**config.mk**
```make
export PLATFORM = sky130hd
export DESIGN_NAME = sd_blk_sequencer
export DESIGN_NICKNAME = d
export VERILOG_FILES = /design/src/rtl/sd_seq_pkg.sv /design/src/rtl/sd_seq_wb_single.sv /design/src/rtl/sd_blk_sequencer.sv
export SDC_FILE = /design/constraint.sdc
export NUM_CORES = 1
export LEC_CHECK = 0
export BUFFER_PORTS_ARGS = -buffer_cell sky130_fd_sc_hd__buf_2
export CAP_MARGIN = 30
export CELL_PAD_IN_SITES_DETAIL_PLACEMENT = 1
export CELL_PAD_IN_SITES_GLOBAL_PLACEMENT = 1
export CORE_MARGIN = 3
export CORE_UTILIZATION = 40
export DETAILED_ROUTE_END_ITERATION = 7
export GPL_TIMING_DRIVEN = 0
export PLACE_DENSITY_LB_ADDON = 0.15
export SYNTH_ARGS = -nofsm -noshare
export SYNTH_HDL_FRONTEND = slang
export SYNTH_SLANG_ARGS = --single-unit
```
**constraint.sdc**
```tcl
create_clock -name clk -period 5.3 [get_ports clk]
set_clock_uncertainty 0.1 [all_clocks]
set_input_delay 0 -clock clk [delete_from_list [all_inputs] [get_ports clk]]
set_output_delay 0 -clock clk [all_outputs]
set_load 0.01 [all_outputs]
```
**src/rtl/sd_seq_pkg.sv**
```systemverilog
// Shared state encoding, default register offsets and command words for the SD block sequencer.
package sd_seq_pkg;

  typedef enum logic [3:0] {
    StIdle,
    StWrDma,
    StWrBlkcnt,
    StWrArg,
    StWrCmd,
    StPollCevt,
    StClrCevt,
    StPollDevt,
    StClrDevt,
    StDone
  } seq_state_e;

  localparam logic [7:0]  DefAddrArg    = 8'h00;
  localparam logic [7:0]  DefAddrCmd    = 8'h04;
  localparam logic [7:0]  DefAddrCevt   = 8'h34;
  localparam logic [7:0]  DefAddrDevt   = 8'h3C;
  localparam logic [7:0]  DefAddrBlkcnt = 8'h48;
  localparam logic [7:0]  DefAddrDma    = 8'h60;
  localparam logic [31:0] DefCmdRd      = 32'h0000_1139;
  localparam logic [31:0] DefCmdWr      = 32'h0000_1859;
  localparam logic [15:0] DefTimeoutCyc = 16'hFFFF;

endpackage

```
**src/rtl/sd_seq_wb_single.sv**
```systemverilog
// Single-access Wishbone master: one classic cycle per start, outputs frozen until ack.
module sd_seq_wb_single (
  input  logic        clk_i,
  input  logic        rst_ni,
  input  logic        start_i,
  input  logic        we_i,
  input  logic [7:0]  adr_i,
  input  logic [31:0] wdata_i,
  output logic        done_o,
  output logic        busy_o,
  output logic [31:0] rdata_o,
  output logic [7:0]  wb_adr_o,
  output logic [31:0] wb_dat_o,
  input  logic [31:0] wb_dat_i,
  output logic [3:0]  wb_sel_o,
  output logic        wb_we_o,
  output logic        wb_cyc_o,
  output logic        wb_stb_o,
  input  logic        wb_ack_i
);

  logic        cyc_q;
  logic        we_q;
  logic [7:0]  adr_q;
  logic [31:0] dat_q;
  logic [3:0]  sel_q;

  // A start is only taken while cyc is low, so the ack cycle is always followed by an idle cycle.
  always_ff @(posedge clk_i) begin
    if (!rst_ni) begin
      cyc_q <= 1'b0;
      we_q  <= 1'b0;
      adr_q <= '0;
      dat_q <= '0;
      sel_q <= '0;
    end else if (!cyc_q && start_i) begin
      cyc_q <= 1'b1;
      we_q  <= we_i;
      adr_q <= adr_i;
      dat_q <= wdata_i;
      sel_q <= 4'hF;
    end else if (cyc_q && wb_ack_i) begin
      cyc_q <= 1'b0;
      we_q  <= 1'b0;
      sel_q <= '0;
    end
  end

  assign done_o   = cyc_q && wb_ack_i;
  assign busy_o   = cyc_q;
  assign rdata_o  = wb_dat_i;
  assign wb_adr_o = adr_q;
  assign wb_dat_o = dat_q;
  assign wb_sel_o = sel_q;
  assign wb_we_o  = we_q;
  assign wb_cyc_o = cyc_q;
  assign wb_stb_o = cyc_q;

endmodule

```
**src/rtl/sd_blk_sequencer.sv**
```systemverilog
// Sequences one single-block SD transfer over Wishbone; define SD_SEQ_TIMEOUT_EN for a
// per-poll-state cycle timeout.
module sd_blk_sequencer
  import sd_seq_pkg::*;
#(
  parameter logic [7:0]  ADDR_ARG    = DefAddrArg,
  parameter logic [7:0]  ADDR_CMD    = DefAddrCmd,
  parameter logic [7:0]  ADDR_CEVT   = DefAddrCevt,
  parameter logic [7:0]  ADDR_DEVT   = DefAddrDevt,
  parameter logic [7:0]  ADDR_BLKCNT = DefAddrBlkcnt,
  parameter logic [7:0]  ADDR_DMA    = DefAddrDma,
  parameter logic [31:0] CMD_RD      = DefCmdRd,
  parameter logic [31:0] CMD_WR      = DefCmdWr,
  parameter logic [15:0] TIMEOUT_CYC = DefTimeoutCyc
) (
  input  logic        clk,
  input  logic        rst_n,
  input  logic        req_valid,
  output logic        req_ready,
  input  logic        req_write,
  input  logic [31:0] req_lba,
  input  logic [31:0] req_buf,
  output logic        resp_valid,
  output logic        resp_err,
  output logic [15:0] resp_status,
  output logic [7:0]  wb_adr_o,
  output logic [31:0] wb_dat_o,
  input  logic [31:0] wb_dat_i,
  output logic [3:0]  wb_sel_o,
  output logic        wb_we_o,
  output logic        wb_cyc_o,
  output logic        wb_stb_o,
  input  logic        wb_ack_i
);

  seq_state_e  state_q, state_d;
  logic [31:0] lba_q, buf_q, cevt_q;
  logic [7:0]  devt_q;
  logic        wr_q, tmo_q;

  logic        acc_start, acc_we, acc_done, acc_busy;
  logic [7:0]  acc_adr;
  logic [31:0] acc_wdata, acc_rdata;
  logic        tmo_hit, in_poll;

  assign in_poll = (state_q == StPollCevt) || (state_q == StPollDevt);

`ifdef SD_SEQ_TIMEOUT_EN
  logic [15:0] cnt_q;

  always_ff @(posedge clk) begin
    if (!rst_n) begin
      cnt_q <= '0;
    end else if (!in_poll || (state_d != state_q)) begin
      cnt_q <= '0;
    end else if (!tmo_hit) begin
      cnt_q <= cnt_q + 16'd1;
    end
  end

  assign tmo_hit = in_poll && (cnt_q >= TIMEOUT_CYC);
`else
  logic unused_timeout;
  assign unused_timeout = ^TIMEOUT_CYC;
  assign tmo_hit        = 1'b0;
`endif

  always_comb begin
    state_d   = state_q;
    acc_start = 1'b0;
    acc_we    = 1'b0;
    acc_adr   = '0;
    acc_wdata = '0;
    unique case (state_q)
      StIdle: if (req_valid) state_d = StWrDma;
      StWrDma: begin
        acc_start = 1'b1;
        acc_we    = 1'b1;
        acc_adr   = ADDR_DMA;
        acc_wdata = buf_q;
        if (acc_done) state_d = StWrBlkcnt;
      end
      StWrBlkcnt: begin
        acc_start = 1'b1;
        acc_we    = 1'b1;
        acc_adr   = ADDR_BLKCNT;
        if (acc_done) state_d = StWrArg;
      end
      StWrArg: begin
        acc_start = 1'b1;
        acc_we    = 1'b1;
        acc_adr   = ADDR_ARG;
        acc_wdata = lba_q;
        if (acc_done) state_d = StWrCmd;
      end
      StWrCmd: begin
        acc_start = 1'b1;
        acc_we    = 1'b1;
        acc_adr   = ADDR_CMD;
        acc_wdata = wr_q ? CMD_WR : CMD_RD;
        if (acc_done) state_d = StPollCevt;
      end
      StPollCevt: begin
        acc_start = !tmo_hit;
        acc_adr   = ADDR_CEVT;
        if (acc_done && (acc_rdata != '0)) state_d = StClrCevt;
        else if (tmo_hit && (acc_done || !acc_busy)) state_d = StDone;
      end
      StClrCevt: begin
        acc_start = 1'b1;
        acc_we    = 1'b1;
        acc_adr   = ADDR_CEVT;
        // Any command-event bit besides completion means no data phase will follow.
        if (acc_done) state_d = (|cevt_q[31:1]) ? StDone : StPollDevt;
      end
      StPollDevt: begin
        acc_start = !tmo_hit;
        acc_adr   = ADDR_DEVT;
        if (acc_done && (acc_rdata != '0)) state_d = StClrDevt;
        else if (tmo_hit && (acc_done || !acc_busy)) state_d = StDone;
      end
      StClrDevt: begin
        acc_start = 1'b1;
        acc_we    = 1'b1;
        acc_adr   = ADDR_DEVT;
        if (acc_done) state_d = StDone;
      end
      StDone:  state_d = StIdle;
      default: state_d = StIdle;
    endcase
  end

  always_ff @(posedge clk) begin
    if (!rst_n) begin
      state_q <= StIdle;
      lba_q   <= '0;
      buf_q   <= '0;
      wr_q    <= 1'b0;
      cevt_q  <= '0;
      devt_q  <= '0;
      tmo_q   <= 1'b0;
    end else begin
      state_q <= state_d;
      if ((state_q == StIdle) && req_valid) begin
        lba_q  <= req_lba;
        buf_q  <= req_buf;
        wr_q   <= req_write;
        cevt_q <= '0;
        devt_q <= '0;
        tmo_q  <= 1'b0;
      end
      if ((state_q == StPollCevt) && acc_done && (acc_rdata != '0)) cevt_q <= acc_rdata;
      if ((state_q == StPollDevt) && acc_done && (acc_rdata != '0)) devt_q <= acc_rdata[7:0];
      if (in_poll && (state_d == StDone)) tmo_q <= 1'b1;
    end
  end

  assign req_ready   = rst_n && (state_q == StIdle);
  assign resp_valid  = (state_q == StDone);
  assign resp_err    = resp_valid && (tmo_q || (|cevt_q[7:1]) || (|devt_q[7:1]));
  assign resp_status = !resp_valid ? 16'h0000 :
                       tmo_q       ? 16'hFFFF : {devt_q, cevt_q[7:0]};

  sd_seq_wb_single u_wb (
    .clk_i    (clk),
    .rst_ni   (rst_n),
    .start_i  (acc_start),
    .we_i     (acc_we),
    .adr_i    (acc_adr),
    .wdata_i  (acc_wdata),
    .done_o   (acc_done),
    .busy_o   (acc_busy),
    .rdata_o  (acc_rdata),
    .wb_adr_o (wb_adr_o),
    .wb_dat_o (wb_dat_o),
    .wb_dat_i (wb_dat_i),
    .wb_sel_o (wb_sel_o),
    .wb_we_o  (wb_we_o),
    .wb_cyc_o (wb_cyc_o),
    .wb_stb_o (wb_stb_o),
    .wb_ack_i (wb_ack_i)
  );

endmodule
```
Word level (Yosys, flattened, before mapping)
Cells that the tools add are included.
{ "op_classes": {"reduce_logical": 28, "eq_ne": 10, "n_mul": 0, "n_shift": 0, "order_cmp": 0, "div": 0, "n_mux": 29, "bitwise_logic": 0, "addsub": 0} }
{ "op_table": {"columns": ["op", "n"], "rows": [
  ["case mux 32 bit (3 select lines)", 1],
  ["two-way mux 32 bit", 2],
  ["two-way mux 4 bit", 12],
  ["case mux 4 bit (9 select lines)", 1],
  ["case mux 7 bit (5 select lines)", 1],
  ["two-way mux 16 bit", 2],
  ["nonzero test 32 bit", 1],
  ["OR reduction 31 bit", 1],
  ["equality test 4 x 3 -> 1 bit, second input constant", 4],
  ["two-way mux 8 bit", 2],
  ["OR reduction 7 bit", 2],
  ["equality test 4 bit, second input constant", 3],
  ["two-way mux 12 bit", 1],
  ["logical AND 1 bit", 11],
  ["equality test 4 x 2 -> 1 bit, second input constant", 2],
  ["nonzero test 2 bit", 4],
  ["OR reduction 8 bit", 1],
  ["two-way mux 1 bit", 7],
  ["OR reduction 6 bit", 1],
  ["equality test 4 x 1 -> 1 bit, second input constant", 1],
  ["logical NOT 4 bit", 1],
  ["OR reduction 2 bit", 2],
  ["logical OR 1 bit", 3],
  ["logical NOT 1 bit", 1]
]} }
{ "totals": {"ram_bits": 0, "reg_bits": 156, "input_bits": 101, "rom_bits": 0, "word_cells": 79, "latch_bits": 0, "output_inout_bits": 66, "mem_count": 0} }

Logic depth before layout (Yosys ltp)
Gate-level depths: netlist of the first run.
{ "logic_depth": {"ltp_word": 7, "mapped_depth": 8, "ltp_nobuf": 5} }

Cells and area by module
From an unflattened synthesis of the first run, not the netlist that was laid out.
{ "unflattened": {"cells_unflattened": 838, "area_unflattened_um2": 6904.1} }
{ "modules_own_cells": {"columns": ["module", "area_each_um2", "instances", "cells_each", "seq_area_each_um2"], "rows": [
  ["sd_blk_sequencer", 5054.8, 1, 616, 2202.1],
  ["sd_seq_wb_single", 1849.3, 1, 222, 840.8]
]} }

Worst setup path after synthesis of the first run
No wires, ideal clock.
{ "synth_timing": {"path_kind": "register to register", "startpoint": "reg state_q[1]", "endpoint": "reg u_wb.adr_q[2] (netlist: u_wb.wb_adr_o[2])", "period_less_slack_ns": 1.727, "n_path_buf": 3, "path_stages_with_launch": 9, "setup_time_ns": 0.116, "required_time_ns": 5.084, "t_arrival_ns": 1.511, "slack_ns": 3.573, "cell_sequence": "dfxtp_1 buf_6 or3b_1 a21oi_2 o31a_1 buf_4 buf_6 o311a_1 nor3b_2"} }
{ "synth_between": {"elab_chain_cells": 4, "elab_cells_between_ends": 14, "cone_classes": "eq/ne: 8; mux: 2; reduce/logical: 4"} }
{ "synth_rtl": {"columns": ["item", "line_no", "source"], "rows": [
  ["start: declaration", "sd_blk_sequencer.sv:36", "seq_state_e state_q, state_d;"],
  ["start signal: assignment", "sd_blk_sequencer.sv:135", "state_q <= StIdle;"],
  ["start signal: assignment", "sd_blk_sequencer.sv:143", "state_q <= state_d;"],
  ["equality test 4 x 3 -> 1 bit (tied with other cells)", "sd_blk_sequencer.sv:74", "unique case (state_q)"],
  ["OR reduction 8 bit (no line)", null, null],
  ["two-way mux 1 bit", "sd_blk_sequencer.sv:74", null],
  ["logical AND 1 bit", "sd_seq_wb_single.sv:36", "end else if (!cyc_q && start_i) begin"],
  ["end signal: assignment", "sd_seq_wb_single.sv:39", "adr_q <= adr_i;"],
  ["end: declaration", "sd_seq_wb_single.sv:24", "logic [7:0] adr_q;"]
]} }
Parallel ways exist; a longest one is shown, timed or not.
A chain may end at the register's enable or synchronous reset.

Worst setup path in the final report of the first run
{ "layout_timing": {"startpoint": "reg state_q[1]", "endpoint": "reg buf_q[11]"} }
{ "layout_between": {"elab_chain_cells": 2} }
{ "layout_rtl": {"columns": ["item", "line_no", "source"], "rows": [
  ["logical NOT 4 bit", "sd_blk_sequencer.sv:144", "if ((state_q == StIdle) && req_valid) begin"],
  ["logical AND 1 bit", "sd_blk_sequencer.sv:144", null],
  ["end signal: assignment", "sd_blk_sequencer.sv:146", "buf_q <= req_buf;"],
  ["end: declaration", "sd_blk_sequencer.sv:37", "logic [31:0] lba_q, buf_q, cevt_q;"]
]} }
No other way between the ends.

==> metrics, run 1 <==
CP required 5590 ps; DR WL/cell 19.66 um; startpoint types flip-flop; Synth Flop Type dfxtp_1; number of global-route vias before repair between 7000 and 8000; largest net degree at the start of global routing 17; number of setup buffers added after CTS 0; Worst-Margin Slew ~1000 ps; max-slew violations 0; Sum Neg Setup Slack 0 ps; top cell type's share of synthesized area 0.4586; Static Leakage between 4 and 5 nW; Critical Path End Type flip-flop; Flop pwr share 0.411; die area 17820 um2; min Tclk post-route between 2000 and 3000 ps; final setup violation count 0; Sw Ratio 0.2607; largest cells by area after synthesis dfxtp_1, nand2_1, a21boi_0; final WL between 20000 and 30000 um; vias between 7000 and 8000; initial DRC count roughly 430; NetSw between 700 and 800 uW; Die X-Extent 133.5 um; Initial Utilization 0.4185; layout cells sized above 1 0.2237; RSZ-0062 raised after global routing no; Routed Antenna Nets 0; post_cts resized 0; clock group share of total power 0.440; power per standard cell area approximately 310 nW/um2; internal power roughly 2.2 mW; Vias/cell approximately 5.3; CTS tree yes; Rel. slew slack 0.3466; biggest area consumer among synthesized cells dfxtp_1; CP max FO 10; post-synthesis cell count 773; RD Place Congestion around 0.87; Layout Nets approximately 1200; clock-pin slew on the worst setup and hold paths around 70 ps; H-tree levels 4; post-synthesis sequential area ratio 0.4586; Max Root-Sink Buffers 2; WHS Path Cells 5; clk root buf clkbuf_16; area delta synth->final 47.19%; Tot Pwr 2.990 mW; combinational share of power 0.149; I/O pins about 170; GRT Overall Usage 0.2900; non-filler cells, final roughly 1300; detailed placer's ending HPWL approximately 15000 um; worst hold path class input pin to flip-flop; placed cell count ~1100; clk sinks around 150; R2R cell count 7; Peak Freq 370.7 MHz; status completed; EDFF count, synth 0; First-pass DRT Iterations 6; Synth warnings 0; # DRC 0; initial antenna violation count 1; Final Hold Viols 0; most frequent cell after synthesis nand2_1; fillcell total around 1900; row count 45; core area approximately 16000 um2; total congestion overflow 0; first-pass GRT wire length ~41000 um; final critical-path share of the clock period 0.5090; max_cap viols 0; fraction of registers with async set/reset 0; Unique masters post-synth 49; worst ir drop on vdd 0.2473 mV; most frequent cells after synthesis nand2_1, dfxtp_1, a21boi_0, nor2_1, nand3_1; total CTS buffers 17; port bufs between 150 and 200; Worst EP arrival about 3000 ps; Avg Synthesized Cell Area 8.414 um2; register bit total from synthesis approximately 150; clk_lat worst skew around 440 ps; Mapped Area ~6500 um2; Chip Height 133.5 um; Setup CP Type flip-flop to flip-flop
-- flip-flops by register name, indices dropped and copies added, names as in the netlist --
register / cells
buf_q: 32
cevt_q: 32
devt_q: 8
lba_q: 32
state_q: 4
tmo_q: 1
u_wb.wb_adr_o: 5
u_wb.wb_dat_o: 32
u_wb.wb_sel_o: 1
u_wb.wb_we_o: 1
wr_q: 1
-- layer usage --
layer,global-route usage,up-vias,wire length (um)
met5,0,-,0
met4,0.08286,0,387
met3,0.06193,33,1349
met2,0.5090,231,12940
met1,0.3592,3430,11190
li1,-,3312,-
-- worst paths after layout --
check                                           start  slack (ps)                     end
worst max-delay path            state_q[1]$_SDFF_PN0_        2600  buf_q[11]$_SDFFE_PN0P_
worst min-delay path                        req_valid         190   state_q[0]$_SDFF_PN0_
worst max register to register  state_q[1]$_SDFF_PN0_        2600  buf_q[11]$_SDFFE_PN0P_
worst min register to register  buf_q[2]$_SDFFE_PN0P_         360   buf_q[2]$_SDFFE_PN0P_
-- worst max-delay path, cell delays in order, from the launching register on --
cell and delay (ps):
dfxtp_1 310, buf_6 130, nor2_1 320, and3_1 270, clkbuf_1 570, nand2_1 150
a21boi_0 220, dlygate4sd3_1 570
-- timing repair --
item / 4_1_cts / 5_1_grt
hold buffers: 135 / 0
setup endpoints to repair: 0 / 0
hold endpoints to repair: 109 / 0
-- through the flow --
step	area, um2	hold WS, ps	worst slack, ps	util
global placement	7586	155.8	3159	0.4882
finish	9573	192.7	2602	0.6160
detailed placement	7586	159.5	3133	0.4882
CTS	9570	182.3	2734	0.6159
global route	9573	237.6	2460	0.6160
floorplan	6511	34.88	3573	-
-- area by class of cell --
cell class / count / area (um2) / share of cell area
clock inverters: 11 / 172.7 / 0.01804
inverters: 11 / 41.29 / 0.004313
plain buffers: 71 / 386.6 / 0.04039
multi-input cells: 544 / 3100 / 0.3239
diodes: 1 / 2.502 / 0.0002614
well taps: 211 / 264.0 / 0.02758
clock buffers: 21 / 460.4 / 0.04810
flip-flops and latches: 149 / 2983 / 0.3116
repair buffers: 297 / 2162 / 0.2259
-- cells by family after synthesis --
| group | Yosys count | synth area share |
|---|---|---|
| mux | 3 | 0.005002 |
| other cells | 1 | 0.0005766 |
| xor+xnor | 1 | 0.001347 |
| simple gates | 336 | 0.2237 |
| buf+inv | 82 | 0.06580 |
| flops | 149 | 0.4586 |
| compound gates | 201 | 0.2449 |
-- power groups by stage --
| stage | combinational (mW) | sequential, mW | clock (mW) |
|---|---|---|---|
| finish | 0.447 | 1.23 | 1.31 |
| global route | 0.484 | 1.23 | 1.37 |
| CTS | 0.428 | 1.22 | 1.32 |
| detailed placement | 0.345 | 1.25 | 0 |
| global placement | 0.340 | 1.25 | 0 |
| floorplan | 0.182 | 1.25 | 0 |
-- layout by cell type, fill, tap and decap left out, drive strengths merged, types with 2 or more instances in the layout --
cell / count
a221oi: 6
nand4: 2
o211a: 32
o221a: 2
nand3: 33
a21oi: 7
clkbuf: 48
a222oi: 2
bufinv: 4
dlygate4sd3: 135
nor3b: 2
buf: 206
conb: 3
nor3: 7
inv: 12
dfxtp: 149
clkinv: 5
nand2b: 6
mux2: 2
and3: 13
o21ai: 9
nor4: 17
nand2: 201
a22oi: 24
nor2: 49
a21boi: 100
o21a: 10
nor2b: 2
Power figures use the tool's default switching activity.
==> run 2, diff against run 1 <==
Settings changed: ABC_AREA set to 1, CORE_UTILIZATION 40 to 37.
Clock period 5.3 ns to 2.6 ns, I/O delays scaled along.
==> run 2 against run 1 <==
Global-route usage down 3.4 points; synthesized cell count up 9.3%; synthesized area down 5.6%; fmax up 23%; combinational power up 120%; routed wire length down 12%; clock-buffer cell count down 2.
==> metrics, run 2 <==
Routed Antenna Nets 0; post_cts resized 0; detailed placer's ending HPWL approximately 15000 um; final critical-path share of the clock period 0.8417; CP max FO 10; Layout Nets 1230; largest net degree at the start of global routing 17; area delta synth->final 44.13%; status completed; total congestion overflow 0; RSZ-0062 raised after global routing no; Sum Neg Setup Slack 0 ps; Synth Flop Type dfxtp_1; post-synthesis cell count approximately 850; Synth warnings 0; post-synthesis sequential area ratio 0.4859; Critical Path Source u_wb.wb_sel_o[2]$_SDFFE_PN0P_; Worst R2R End cevt_q[7]$_SDFFE_PN0P_; min-delay src rst_n; row count 46; ant diodes 0; Peak Freq approximately 460 MHz; final WL around 23000 um; Unique masters post-synth 29; non-filler cells, final approximately 1400; # DRC 0; most frequent cells after synthesis dfxtp_1, a21oi_1, nand2_1, nor2_1, o21ai_0; min Tclk post-route between 2000 and 2500 ps; initial antenna violation count 0; r2r startpoint u_wb.wb_sel_o[2]$_SDFFE_PN0P_; Die X-Extent 134.8 um; Worst-Margin Slew about 660 ps; layout cells sized above 1 0.2119; vias between 6000 and 7000; port bufs about 160; Max Root-Sink Buffers 2; Worst EP arrival 2440 ps; most frequent cell after synthesis dfxtp_1; commonest non-fill, non-tap cells in the layout buf_2, dfxtp_1, a21oi_1; Critical Path End Type flip-flop; Initial Utilization 0.3823; first-pass GRT wire length approximately 37000 um; Rel. slew slack 0.5586; RD Place Congestion 0.8052; max_cap viols 0; register bit total from synthesis between 100 and 150; Chip Height around 130 um; number of global-route vias before repair 7310; Setup CP Type flip-flop to flip-flop; dpl cell area roughly 7200 um2; initial DRC count 244; GRT Overall Usage 0.2561; startpoint types flip-flop; Mapped Area approximately 6100 um2; biggest area consumer among synthesized cells dfxtp_1; core area 16060 um2; top cell type's share of synthesized area 0.4859; CTS tree yes; Final Hold Viols 0; largest cells by area after synthesis dfxtp_1, a21oi_1, o21ai_0; Vias/cell between 4 and 5; WHS Endpoint cevt_q[10]$_SDFFE_PN0P_; clk root buf clkbuf_16; post-route cell area approximately 8800 um2; clk sinks approximately 150; First-pass DRT Iterations 4; total CTS buffers 17; Static Leakage ~3.8 nW; clock-pin slew on the worst setup and hold paths around 60 ps; clk_lat worst skew around 440 ps; WHS Path Cells 4; max-slew violations 0; EDFF count, synth 0; I/O pins ~170; H-tree levels 4; Avg Synthesized Cell Area around 7.3 um2; worst ir drop on vdd 0.4700 mV; most common cell after layout, fill and taps aside buf_2; CP required between 2000 and 3000 ps; placed cell count about 1200; R2R Setup Slk ~410 ps; fraction of registers with async set/reset 0; R2R cell count 7; DR WL/cell about 17 um; die area approximately 18000 um2; power per standard cell area between 600 and 700 nW/um2; final setup violation count 0; worst hold path class input pin to flip-flop; number of setup buffers added after CTS 0
==> run 2: cell count changes in the layout (fill, tap and decap cells not counted), moves of 65 or more <==
cell / previous run / this run
a21oi_1: 6 / 132
o21ai_0: 8 / 98
nand2_1: 201 / 129
a21boi_0: 69 / 1
nor2_1: 49 / 117
inv_1: 10 / 75
==> run 2: kinds of logic after synthesis <==
kind of cell,Yosys count,synth area share
other,1,0.0006109
buffers and inverters,143,0.09906
AOI/OAI and AO/OA,263,0.2234
DFF,149,0.4859
and+or+nand+nor,289,0.1910
==> run 2: metal layers <==
layer  global-route usage  wire [um]  vias up
met5                    0          0        -
met4              0.08428        538        0
met3              0.05887       1101       41
met2               0.4608      11530      187
met1               0.3002       9679     3162
li1                     -          -     3318
==> run 2: stage by stage <==
stage	setup WS [ps]	power, mW	util	hold WS (ps)
3_3_place_gp	450.1	3.395	0.4504	157.4
2_1_floorplan	935.6	3.055	-	43.34
5_1_grt	176.1	6.379	0.5510	83.48
4_1_cts	379.2	6.118	0.5510	23.41
6_report	411.6	6.114	0.5510	32.40
3_5_place_dp	407.5	3.417	0.4504	160.3
==> run 2: worst max-delay path, cell delays in order, from the launching register on <==
cell     delay, ps
dfxtp_1        540
nand2_2        250
inv_1          180
nand3_1        120
nor2_2         360
buf_2          310
nand2_1         80
a21oi_1        170
==> run 2: power by group <==
| group | switching [mW] | internal [mW] |
|---|---|---|
| clock | 1.05 | 1.55 |
| sequential | 0.0891 | 2.46 |
| combinational | 0.568 | 0.397 |
==> run 2: worst max path at each step <==
| stage | slack (ps) | endpoint | cells past startpoint |
|---|---|---|---|
| after floorplan | 940 | cevt_q[7]$_SDFFE_PN0P_ | 8 |
| after global placement | 450 | cevt_q[26]$_SDFFE_PN0P_ | 8 |
| after detailed placement | 410 | cevt_q[4]$_SDFFE_PN0P_ | 8 |
| after CTS | 380 | cevt_q[7]$_SDFFE_PN0P_ | 7 |
| after global routing | 180 | cevt_q[4]$_SDFFE_PN0P_ | 8 |
| final | 410 | cevt_q[7]$_SDFFE_PN0P_ | 7 |
==> run 2: area by class of cell <==
| cell class | instances | area, um2 |
|---|---|---|
| buffer | 59 | 292.8 |
| clock buffer | 19 | 442.9 |
| clock inverter | 13 | 171.4 |
| fill | 2018 | 7211 |
| inverter | 84 | 315.3 |
| multi-input combinational | 555 | 2555 |
| sequential | 149 | 2983 |
| tap | 216 | 270.3 |
| timing repair buffer | 263 | 1817 |
==> run 2: what timing repair did <==
action,4_1_cts,5_1_grt
hold buffers,100,0
setup endpoints to repair,0,0
endpoints found under the hold margin,107,0
